$ cat src/rtl/cache_pkg.sv
// Shared types, line geometry and address helper for the cache refill engine.
package cache_pkg;

  typedef enum logic [1:0] {
    IDLE = 2'd0,
    REQ  = 2'd1,
    WAIT = 2'd2,
    DONE = 2'd3
  } refill_state_t;

  localparam int unsigned WORDS_PER_LINE = 4;
  localparam int unsigned OFFSET_BITS    = 2;
  localparam int unsigned LINE_BYTES     = 16;
  localparam int unsigned LINE_LSB       = 4;
  localparam int unsigned WORD_LSB       = 2;

  // Byte offset inside the line of word (start + cnt); the sum wraps so it never carries into the line base.
  function automatic logic [LINE_LSB-1:0] line_word_addr(
    input logic [OFFSET_BITS-1:0] start,
    input logic [OFFSET_BITS-1:0] cnt
  );
    logic [OFFSET_BITS-1:0] idx;
    idx = start + cnt;
    return {idx, WORD_LSB'(0)};
  endfunction

endpackage

$ cat src/rtl/cache_refill.sv
// Four-word cache line refill engine: one memory read per word, then a one-cycle fill pulse.
// Build option REFILL_CRITICAL_WORD_FIRST_EN: fetch from the missed word first and pulse crit_valid early.
module cache_refill
  import cache_pkg::*;
#(
  parameter int unsigned DATA_WIDTH = 32,
  parameter int unsigned ADDR_WIDTH = 32
) (
  input  logic                  clk,
  input  logic                  rst_n,
  input  logic                  miss_req,
  input  logic [ADDR_WIDTH-1:0] miss_addr,
  output logic                  mem_rd_en,
  output logic [ADDR_WIDTH-1:0] mem_addr,
  input  logic [DATA_WIDTH-1:0] mem_rdata,
  input  logic                  mem_rvalid,
  output logic [DATA_WIDTH-1:0] d0,
  output logic [DATA_WIDTH-1:0] d1,
  output logic [DATA_WIDTH-1:0] d2,
  output logic [DATA_WIDTH-1:0] d3,
  output logic [ADDR_WIDTH-1:0] fill_addr,
  output logic                  fill_valid,
  output logic                  crit_valid,
  output logic                  busy
);

  refill_state_t          state_q, state_d;
  logic [OFFSET_BITS-1:0] cnt_q, cnt_d;
  logic [OFFSET_BITS-1:0] start_q, start_d;
  logic [OFFSET_BITS-1:0] word_idx;
  logic [ADDR_WIDTH-1:0]  fill_addr_q, fill_addr_d;
  logic [ADDR_WIDTH-1:0]  mem_addr_q, mem_addr_d;
  logic [DATA_WIDTH-1:0]  line_q [WORDS_PER_LINE];
  logic [DATA_WIDTH-1:0]  line_d [WORDS_PER_LINE];
  logic                   mem_rd_en_q, mem_rd_en_d;
  logic                   fill_valid_q, fill_valid_d;
  logic                   crit_valid_q, crit_valid_d;
  logic                   busy_q, busy_d;

  // Next state plus next values of every registered output.
  always_comb begin
    state_d      = state_q;
    cnt_d        = cnt_q;
    start_d      = start_q;
    fill_addr_d  = fill_addr_q;
    line_d       = line_q;
    crit_valid_d = 1'b0;
    word_idx     = start_q + cnt_q;

    unique case (state_q)
      IDLE: begin
        if (miss_req) begin
          fill_addr_d = {miss_addr[ADDR_WIDTH-1:LINE_LSB], LINE_LSB'(0)};
`ifdef REFILL_CRITICAL_WORD_FIRST_EN
          start_d     = miss_addr[LINE_LSB-1:WORD_LSB];
`else
          start_d     = '0;
`endif
          cnt_d       = '0;
          state_d     = REQ;
        end
      end
      REQ: state_d = WAIT;
      WAIT: begin
        if (mem_rvalid) begin
          line_d[word_idx] = mem_rdata;
`ifdef REFILL_CRITICAL_WORD_FIRST_EN
          crit_valid_d = (cnt_q == '0);
`endif
          if (cnt_q == OFFSET_BITS'(WORDS_PER_LINE - 1)) begin
            state_d = DONE;
          end else begin
            cnt_d   = cnt_q + OFFSET_BITS'(1);
            state_d = REQ;
          end
        end
      end
      DONE: state_d = IDLE;
      default: state_d = IDLE;
    endcase

    // Outputs are registered from next-state so they line up with the state they describe.
    mem_rd_en_d  = (state_d == REQ);
    mem_addr_d   = (state_d == REQ)
                 ? {fill_addr_d[ADDR_WIDTH-1:LINE_LSB], line_word_addr(start_d, cnt_d)}
                 : mem_addr_q;
    fill_valid_d = (state_d == DONE);
    busy_d       = (state_d != IDLE);
`ifndef REFILL_CRITICAL_WORD_FIRST_EN
    crit_valid_d = (state_d == DONE);
`endif
  end

  always_ff @(posedge clk or negedge rst_n) begin
    if (!rst_n) begin
      state_q      <= IDLE;
      cnt_q        <= '0;
      start_q      <= '0;
      fill_addr_q  <= '0;
      mem_addr_q   <= '0;
      mem_rd_en_q  <= 1'b0;
      fill_valid_q <= 1'b0;
      crit_valid_q <= 1'b0;
      busy_q       <= 1'b0;
      for (int i = 0; i < WORDS_PER_LINE; i++) line_q[i] <= '0;
    end else begin
      state_q      <= state_d;
      cnt_q        <= cnt_d;
      start_q      <= start_d;
      fill_addr_q  <= fill_addr_d;
      mem_addr_q   <= mem_addr_d;
      mem_rd_en_q  <= mem_rd_en_d;
      fill_valid_q <= fill_valid_d;
      crit_valid_q <= crit_valid_d;
      busy_q       <= busy_d;
      line_q       <= line_d;
    end
  end

  assign mem_rd_en  = mem_rd_en_q;
  assign mem_addr   = mem_addr_q;
  assign fill_addr  = fill_addr_q;
  assign fill_valid = fill_valid_q;
  assign crit_valid = crit_valid_q;
  assign busy       = busy_q;
  assign d0         = line_q[0];
  assign d1         = line_q[1];
  assign d2         = line_q[2];
  assign d3         = line_q[3];

endmodule
$ cat config.mk
export PLATFORM = sky130hd
export DESIGN_NAME = cache_refill
export DESIGN_NICKNAME = d
export VERILOG_FILES = /design/src/rtl/cache_pkg.sv /design/src/rtl/cache_refill.sv
export SDC_FILE = /design/constraint.sdc
export NUM_CORES = 1
export LEC_CHECK = 0
export CAP_MARGIN = 25
export CORE_ASPECT_RATIO = 0.6
export CORE_MARGIN = 3
export CORE_UTILIZATION = 49
export CTS_CLUSTER_DIAMETER = 40
export DETAILED_ROUTE_END_ITERATION = 8
export PLACE_DENSITY_LB_ADDON = 0.15
export SYNTH_ARGS = -nofsm -noshare
export SYNTH_HDL_FRONTEND = slang
export SYNTH_SLANG_ARGS = --single-unit
$ cat constraint.sdc
create_clock -name clk -period 4.2 [get_ports clk]
set_input_delay 0.84 -clock clk [delete_from_list [all_inputs] [get_ports clk]]
set_output_delay 0.84 -clock clk [all_outputs]
set_load 0.05 [all_outputs]
### Word level (Yosys, flattened, before mapping)

Cells that the tools add are included.

| word-level totals | value |
|---|---|
| flip-flop bits (word level) | 195 |
| logic and storage cells | 43 |
| output and inout port bits | 196 |

| operators by class | value |
|---|---|
| add/sub/neg operators | 3 |
| bitwise logic cells | 1 |
| reductions and logical operators | 4 |
| order comparisons | 2 |
| equality and inequality tests | 6 |
| multiplexer cells | 15 |

Operators with widths:

| operator | number |
|---|---|
| bitwise mux 128 bit | 1 |
| two-way mux 32 bit | 3 |
| demux 32 bit (select 2 bit) | 1 |
| two-way mux 2 bit | 8 |
| == test 2 bit (second input constant) | 4 |
| case mux 2 bit (4 select lines) | 1 |
| adder 2 bit | 2 |
| == test 2 x 1 -> 1 bit (second input constant) | 2 |
| case mux 2 bit (2 select lines) | 1 |
| greater-or-equal comparator 3 bit (second input constant) | 1 |
| less-than comparator 3 x 1 -> 1 bit (second input constant) | 1 |
| inverter 2 -> 3 bit | 1 |
| adder 2 x 1 -> 2 bit (second input constant) | 1 |
| logical NOT 2 bit | 1 |
| AND reduction 2 bit | 1 |
| nonzero test 2 bit | 1 |
| logical AND 1 bit | 1 |

### Depth between registers and ports, before layout

Gate-level depths: netlist (run 1).

| depth | value |
|---|---|
| depth after elaboration | 7 |
| gate-level depth with buffers | 7 |
| gate-level depth less buffers | 6 |

### Worst setup path before layout (run 1)

OpenSTA, ideal clock, no wires.

| path | value |
|---|---|
| path kind | input to register |
| from | in miss_req |
| to | reg mem_addr_q[3], in the netlist mem_addr[3] |
| required time | 4.121 ns |
| data arrival time | 1.946 ns |
| cell stages on the path | 6 |
| path slack | 2.175 ns |
| cell sequence | nor3b_2 -> buf_2 -> nor2b_1 -> ha_1 -> xnor3_1 -> mux2i_1 |

| between the ends | value |
|---|---|
| longest elaborated chain between the ends | 3 |
| elaborated cells on any way between the ends | 8 |
| classes of those cells | add/sub (1); eq/ne (1); mux (6) |

RTL lines:

| item | RTL line | source |
|---|---|---|
| start, declared | cache_refill.sv:11 | `input logic miss_req,` |
| two-way mux 2 bit | cache_refill.sv:52 | `if (miss_req) begin` |
| two-way mux 2 bit | cache_refill.sv:50 | `unique case (state_q)` |
| named net start_d[0] | cache_refill.sv:29 | `logic [OFFSET_BITS-1:0] start_q, start_d;` |
| adder 2 bit | cache_pkg.sv:23 | `idx = start + cnt;` |
| end signal, assigned | cache_refill.sv:111 | `mem_addr_q <= mem_addr_d;` |
| end, declared | cache_refill.sv:32 | `logic [ADDR_WIDTH-1:0] mem_addr_q, mem_addr_d;` |

The timed path passes the listed nets, and every way through them passes these cells.
A chain may end at the register's enable or synchronous reset.

### Final worst setup path (run 1)

| path | value |
|---|---|
| from | in mem_rvalid |
| to | reg line_q, in the netlist d2[11] |

| between the ends | value |
|---|---|
| longest elaborated chain between the ends | 1 |

RTL lines:

| item | RTL line | source |
|---|---|---|
| start, declared | cache_refill.sv:16 | `input logic mem_rvalid,` |
| AND reduction 2 bit (no line) | n/a |  |
| end signal, assigned | cache_refill.sv:116 | `line_q <= line_d;` |
| end, declared | cache_refill.sv:33 | `logic [DATA_WIDTH-1:0] line_q [WORDS_PER_LINE];` |

No other way between the ends.

==> results of run 1 <==
[registers in the layout (all words and copies together), names as in the netlist]
register / flops
mem_addr: 30
mem_rd_en: 1
start_q: 2
d0: 32
d1: 32
busy: 1
d3: 32
fill_addr: 28
state_q: 2
d2: 32
crit_valid: 1
cnt_q: 2
[metrics by stage]
stage	hold WS (ps)	cells	area, um2
detailed placement	483	884	10400
global placement	472	884	10400
global route	492	915	10900
floorplan	521	450	7710
finish	433	915	10900
CTS	483	915	10900
[path summary, 6_finish.rpt]
kind,from,end,cells after the start
worst min register to register,d3[10],d3[10],1
min in group clk,d3[10],d3[10],1
max in group asynchronous,rst_n,fill_addr[17],2
worst max-delay path,mem_rvalid,d2[11],6
worst min-delay path,rst_n,d3[4],1
worst max register to register,cnt_q[0],d2[11],6
[area by class of cell]
type,count,area share (%)
tap,198,2.27
clock inverter,12,1.08
inverter,4,0.137
clock buffer,19,4.05
multi-input combinational,224,23.8
sequential,195,44.6
timing repair buffer,263,24.0
[metal layers]
metal | routed length (um) | up-vias
li1 | - | 2068
met1 | 8090 | 2405
met2 | 8680 | 174
met3 | 1690 | 14
met4 | 231 | 0
met5 | 0 | -
[cells by family (layout without fill, tap and decap cells)]
logic type / Yosys count / in the layout / synth area share, %
mux: 186 / 186 / 30.1
other cells: 1 / 6 / 0.0488
flops: 195 / 195 / 63.5
fa+ha+maj: 2 / 2 / 0.325
simple gates: 18 / 18 / 1.45
buf+inv: 31 / 298 / 3.19
xor+xnor: 4 / 4 / 0.732
compound gates: 8 / 8 / 0.651
[worst max-delay path, delay by kind of cell]
kind | cells | cell delay, ps
multiplexers | 1 | 340
AND/OR/NAND/NOR | 3 | 910
buffers and inverters | 2 | 980
[cells in the final DEF (no fill, tap or decap), types with 3 or more instances in the layout]
| master | instances |
|---|---|
| buf_4 | 9 |
| mux2_1 | 4 |
| inv_6 | 3 |
| nand2_1 | 3 |
| conb_1 | 6 |
| mux2_4 | 60 |
| clkdlybuf4s50_1 | 252 |
| inv_1 | 4 |
| dfrtp_1 | 195 |
| a21oi_1 | 3 |
| clkinv_4 | 6 |
| clkbuf_16 | 17 |
| mux2_2 | 121 |
==> metrics.md, run 1 <==
| Metric | Value |
|---|---|
| Met2 usage | 35.2% |
| Kind of critical path | input pin to register |
| Max Slew Vio Count | 0 |
| Vias per std cell | 5.09 |
| Fill count | 943 |
| Yosys cell types | 30 |
| Post-DR wirelength/cell | 20.4 um |
| Setup ws final | about 1400 ps |
| Status | completed |
| Layout cells sized above 1 | 32.1% |
| # IOs | 264 |
| Starting Density | 51.5% |
| Gr usage total | 22.0% |
| Syn Inst Count | 445 |
| Sequential element share of the synthesized area | 63.5% |
| Fmax | 356 MHz |
| Place WS | about 1000 ps |
| Root Buffer | clkbuf_16 |
| Number of global-route vias before repair | 5074 |
| Period utilisation layout | 66.8% |
| Critical path, cell by cell | clkdlybuf4s50_1 > nand2_1 > nor3_1 > nand2_2 > buf_4 > mux2_4 |
| Number of synthesized register bits | approximately 200 |
| CTS tree | done |
| Met1 Use GR | 28.7% |
| Max Cap Viol | 0 |
| First-pass GRT wire length | 29.3 mm |
| Worst EP required | 4510 ps |
| ANT cells | 0 |
| Top FF cell, synth | dfrtp_1 |
| Sink Count | about 200 |
| Post-DP HPWL | 13.4 mm |
| Cell taking the most area after synthesis | dfrtp_1 |
| Placement Rows | 34 |
| Setup TNS Final | 0 ps |
| Worst-Margin Slew | 742 ps |
| Hold buffers post-CTS | 0 |
| Startpoint types | input pin |
| Die ar. | approximately 17000 um2 |
| Tmin final | 2810 ps |
| Drt total wl | 18.7 mm |
| Multi-input gate area | around 2600 um2 |
| H-tree Lvls | 4 |
| Crit-path max cell delay | around 570 ps |
| Crit-path max FO | 18 |
| Drt drc | 0 |
| Port Buf Inserts | approximately 250 |
| Layout Nets | 775 |
| CTS clock-pin slew for the worst setup and hold paths | 80 ps |
| RSZ-0062 raised after global routing | false |
| Die width | 168 um |
| Synth top area share | a little under two thirds |
| Drt first pass iters | 4 |
| Largest net degree at the start of global routing | 92 |
| CP Capture Type | register |
| End-of-flow core utilization | between 70 and 80% |
| R2R setup slack | around 1700 ps |
| Most frequent cells after synthesis | 195 x dfrtp_1, 121 x mux2_2, 60 x mux2_4 |
| Initial antenna violation count | 0 |
| Critical Path AT | approximately 3100 ps |
| Initial DRC count | 223 |
| Worst clock skew | around 13 ps |
| Die H | ~100 um |
| Area growth syn-to-layout | 42.1% |
| Syn avg cell area | 17.3 um2 |
| Clk_lat worst skew | 430 ps |
| Top cells by area, synth | dfrtp_1 63%, mux2_2 18%, mux2_4 12% |
| Clock buffer depth | 2 |
| Crit path max-delay cell type | clkdlybuf4s50_1 |
| Worst hold-check path type | input pin to asynchronous set/reset pin |
| Fin. Hold Viols | 0 |
| GR met3 Demand/Resource | 8.89% |
| CTS Buf Count | 17 |
| Setup violators final | 0 |
| Antenna-violating nets left | 0 |
| CTS resizes | 0 |
| Global route hottest layer | met2 |
| Synthesized area | 7690 um2 |
| Most frequent cell after synthesis | dfrtp_1 |
| GPL Wtd Cong | 0.809 |
| Synth warn | 0 |
| Setup Fix Bufs, Post-CTS | 0 |
| Via count | 4661 |
| Number of flops mapped to enable cells by yosys | 0 |
| Register area | 4880 um2 |
| GRT overflow | 0 |
| Core Region | about 15000 um2 |
| Rel. slew slack | between 50 and 60% |
| Async S/R FF share, synth | 100% |
Power of run 1 is not shown: default switching activity piles up to over one toggle a cycle in this logic, so the estimate is an artifact.
==> run 2, diff against run 1 <==
Settings changed: CORE_UTILIZATION 49 to 41.
Clock period 4.2 ns to 2.5 ns, I/O delays scaled along.
==> metrics.md, run 2 (synthesis results as in run 1) <==
| Metric | Value |
|---|---|
| Die H | 112 um |
| Fmax | about 460 MHz |
| Die width | 183 um |
| Post-DP HPWL | 13.1 mm |
| # IOs | 264 |
| CTS resizes | 0 |
| Starting Density | 42.2% |
| Commonest non-fill, non-tap cell in the layout | clkdlybuf4s50_1 |
| Worst Path Buf+Inv | 1 |
| Layout Nets | 780 |
| Worst EP required | 2000 ps |
| Critical path, cell by cell | clkdlybuf4s50_1 |
| Drt total wl | 18.6 mm |
| Hold WS | 61.3 ps |
| Tmin final | roughly 2200 ps |
| Root Buffer | clkbuf_16 |
| Port Buf Inserts | 253 |
| Number of global-route vias before repair | 5058 |
| Core Region | 18200 um2 |
| Crit-path max FO | 2 |
| Setup violators final | 0 |
| Final Non-Filler Cells | 963 |
| CTS clock-pin slew for the worst setup and hold paths | 80 ps |
| Worst hold-check path type | input pin to asynchronous set/reset pin |
| Setup TNS Final | 0 ps |
| Vias per std cell | slightly below 5 |
| GRT overflow | 0 |
| Crit path max-delay cell type | clkdlybuf4s50_1 |
| Via count | between 4000 and 5000 |
| ANT cells | 0 |
| Largest net degree at the start of global routing | 69 |
| Post-DR wirelength/cell | a little under 20 um |
| Startpoint types | register |
| Delay-heaviest family, CP | buffers and inverters |
| Setup Fix Bufs, Post-CTS | 0 |
| Layout cells sized above 1 | 32.8% |
| CP Capture Type | output pin |
| Hold buffers post-CTS | 0 |
| Drt first pass iters | 4 |
| H-tree Lvls | 4 |
| Initial antenna violation count | 0 |
| First-pass GRT wire length | between 20 and 30 mm |
| GPL Wtd Cong | 0.826 |
| RSZ-0062 raised after global routing | false |
| Die ar. | 20500 um2 |
| Max Slew Vio Count | 0 |
| Gr usage total | 18.6% |
| Most frequent cells in the layout | 252 x clkdlybuf4s50_1, 195 x dfrtp_1, 121 x mux2_2, 60 x mux2_4, 17 x clkbuf_16 |
| Crit-path max cell delay | a little over 800 ps |
| Fin. Hold Viols | 0 |
| Worst clock skew | 8.42 ps |
| Antenna-violating nets left | 0 |
| Kind of critical path | register to output pin |
| Period utilisation layout | 86.4% |
| Clock buffer depth | 2 |
| Critical Path AT | about 1700 ps |
| Placement Rows | 38 |
| CTS Buf Count | 17 |
| Max Cap Viol | 0 |
| Initial DRC count | about 160 |
| Clk_lat worst skew | 420 ps |
| Placed insts | 931 |
| CTS tree | done |
| Drt drc | 0 |
| Status | completed |
| Worst-Margin Slew | 582 ps |
| Area growth syn-to-layout | 45.3% |
| Sink Count | a little under 200 |
| Rel. slew slack | 61.1% |
[run 2: cell types whose count changed in the layout (fill, tap and decap cells not counted), sizes merged]
cell,previous run,this run
buf,10,15
bufinv,0,3
clkinv,7,4
inv,9,10
[run 2: cell type report]
cell class / count / area, um2
Clock buffer: 19 / 453
Clock inverter: 13 / 188
Fill cell: 1380 / 7040
Inverter: 4 / 15.0
Multi-Input combinational cell: 224 / 2610
Sequential cell: 195 / 4880
Tap cell: 240 / 300
Timing Repair Buffer: 268 / 2720
[run 2: stage by stage]
step	instance area, um2	setup WS (ps)	utilization [%]
2_1_floorplan	7710	702	-
3_3_place_gp	10500	107	57.8
3_5_place_dp	10500	46.5	57.8
4_1_cts	11200	327	61.3
5_1_grt	11200	284	61.3
6_report	11200	340	61.3
[run 2: per-layer routing]
| metal | vias up | global-route usage, % | routed length [um] |
|---|---|---|---|
| met2 | 160 | 28.2 | 8360 |
| met4 | 0 | 4.48 | 166 |
| met3 | 13 | 7.93 | 1740 |
| li1 | 2077 | - | - |
| met1 | 2431 | 24.9 | 8290 |
| met5 | - | 0 | 0 |
[run 2: final timing paths]
| check | startpoint | endpoint | slack (ps) | depth (start not counted) |
|---|---|---|---|---|
| min in group clk | d3[9] | d3[9] | 500 | 1 |
| max in group asynchronous | rst_n | d0[0] | 1630 | 2 |
| worst max register to register | state_q[0] | mem_addr[3] | 470 | 5 |
| worst max-delay path | d0[15] | d0[15] | 340 | 1 |
| worst min register to register | d3[9] | d3[9] | 500 | 1 |
| worst min-delay path | rst_n | mem_addr[24] | 60 | 1 |
Power of run 2 is left out for the same reason.
==> run 3, diff against run 2 <==
Settings changed: CTS_CLUSTER_DIAMETER 40 to unset.
==> results of run 3 <==
Same layout as run 2: the final DEF is identical, and so are final timing and power.
Power of run 3 is left out for the same reason.
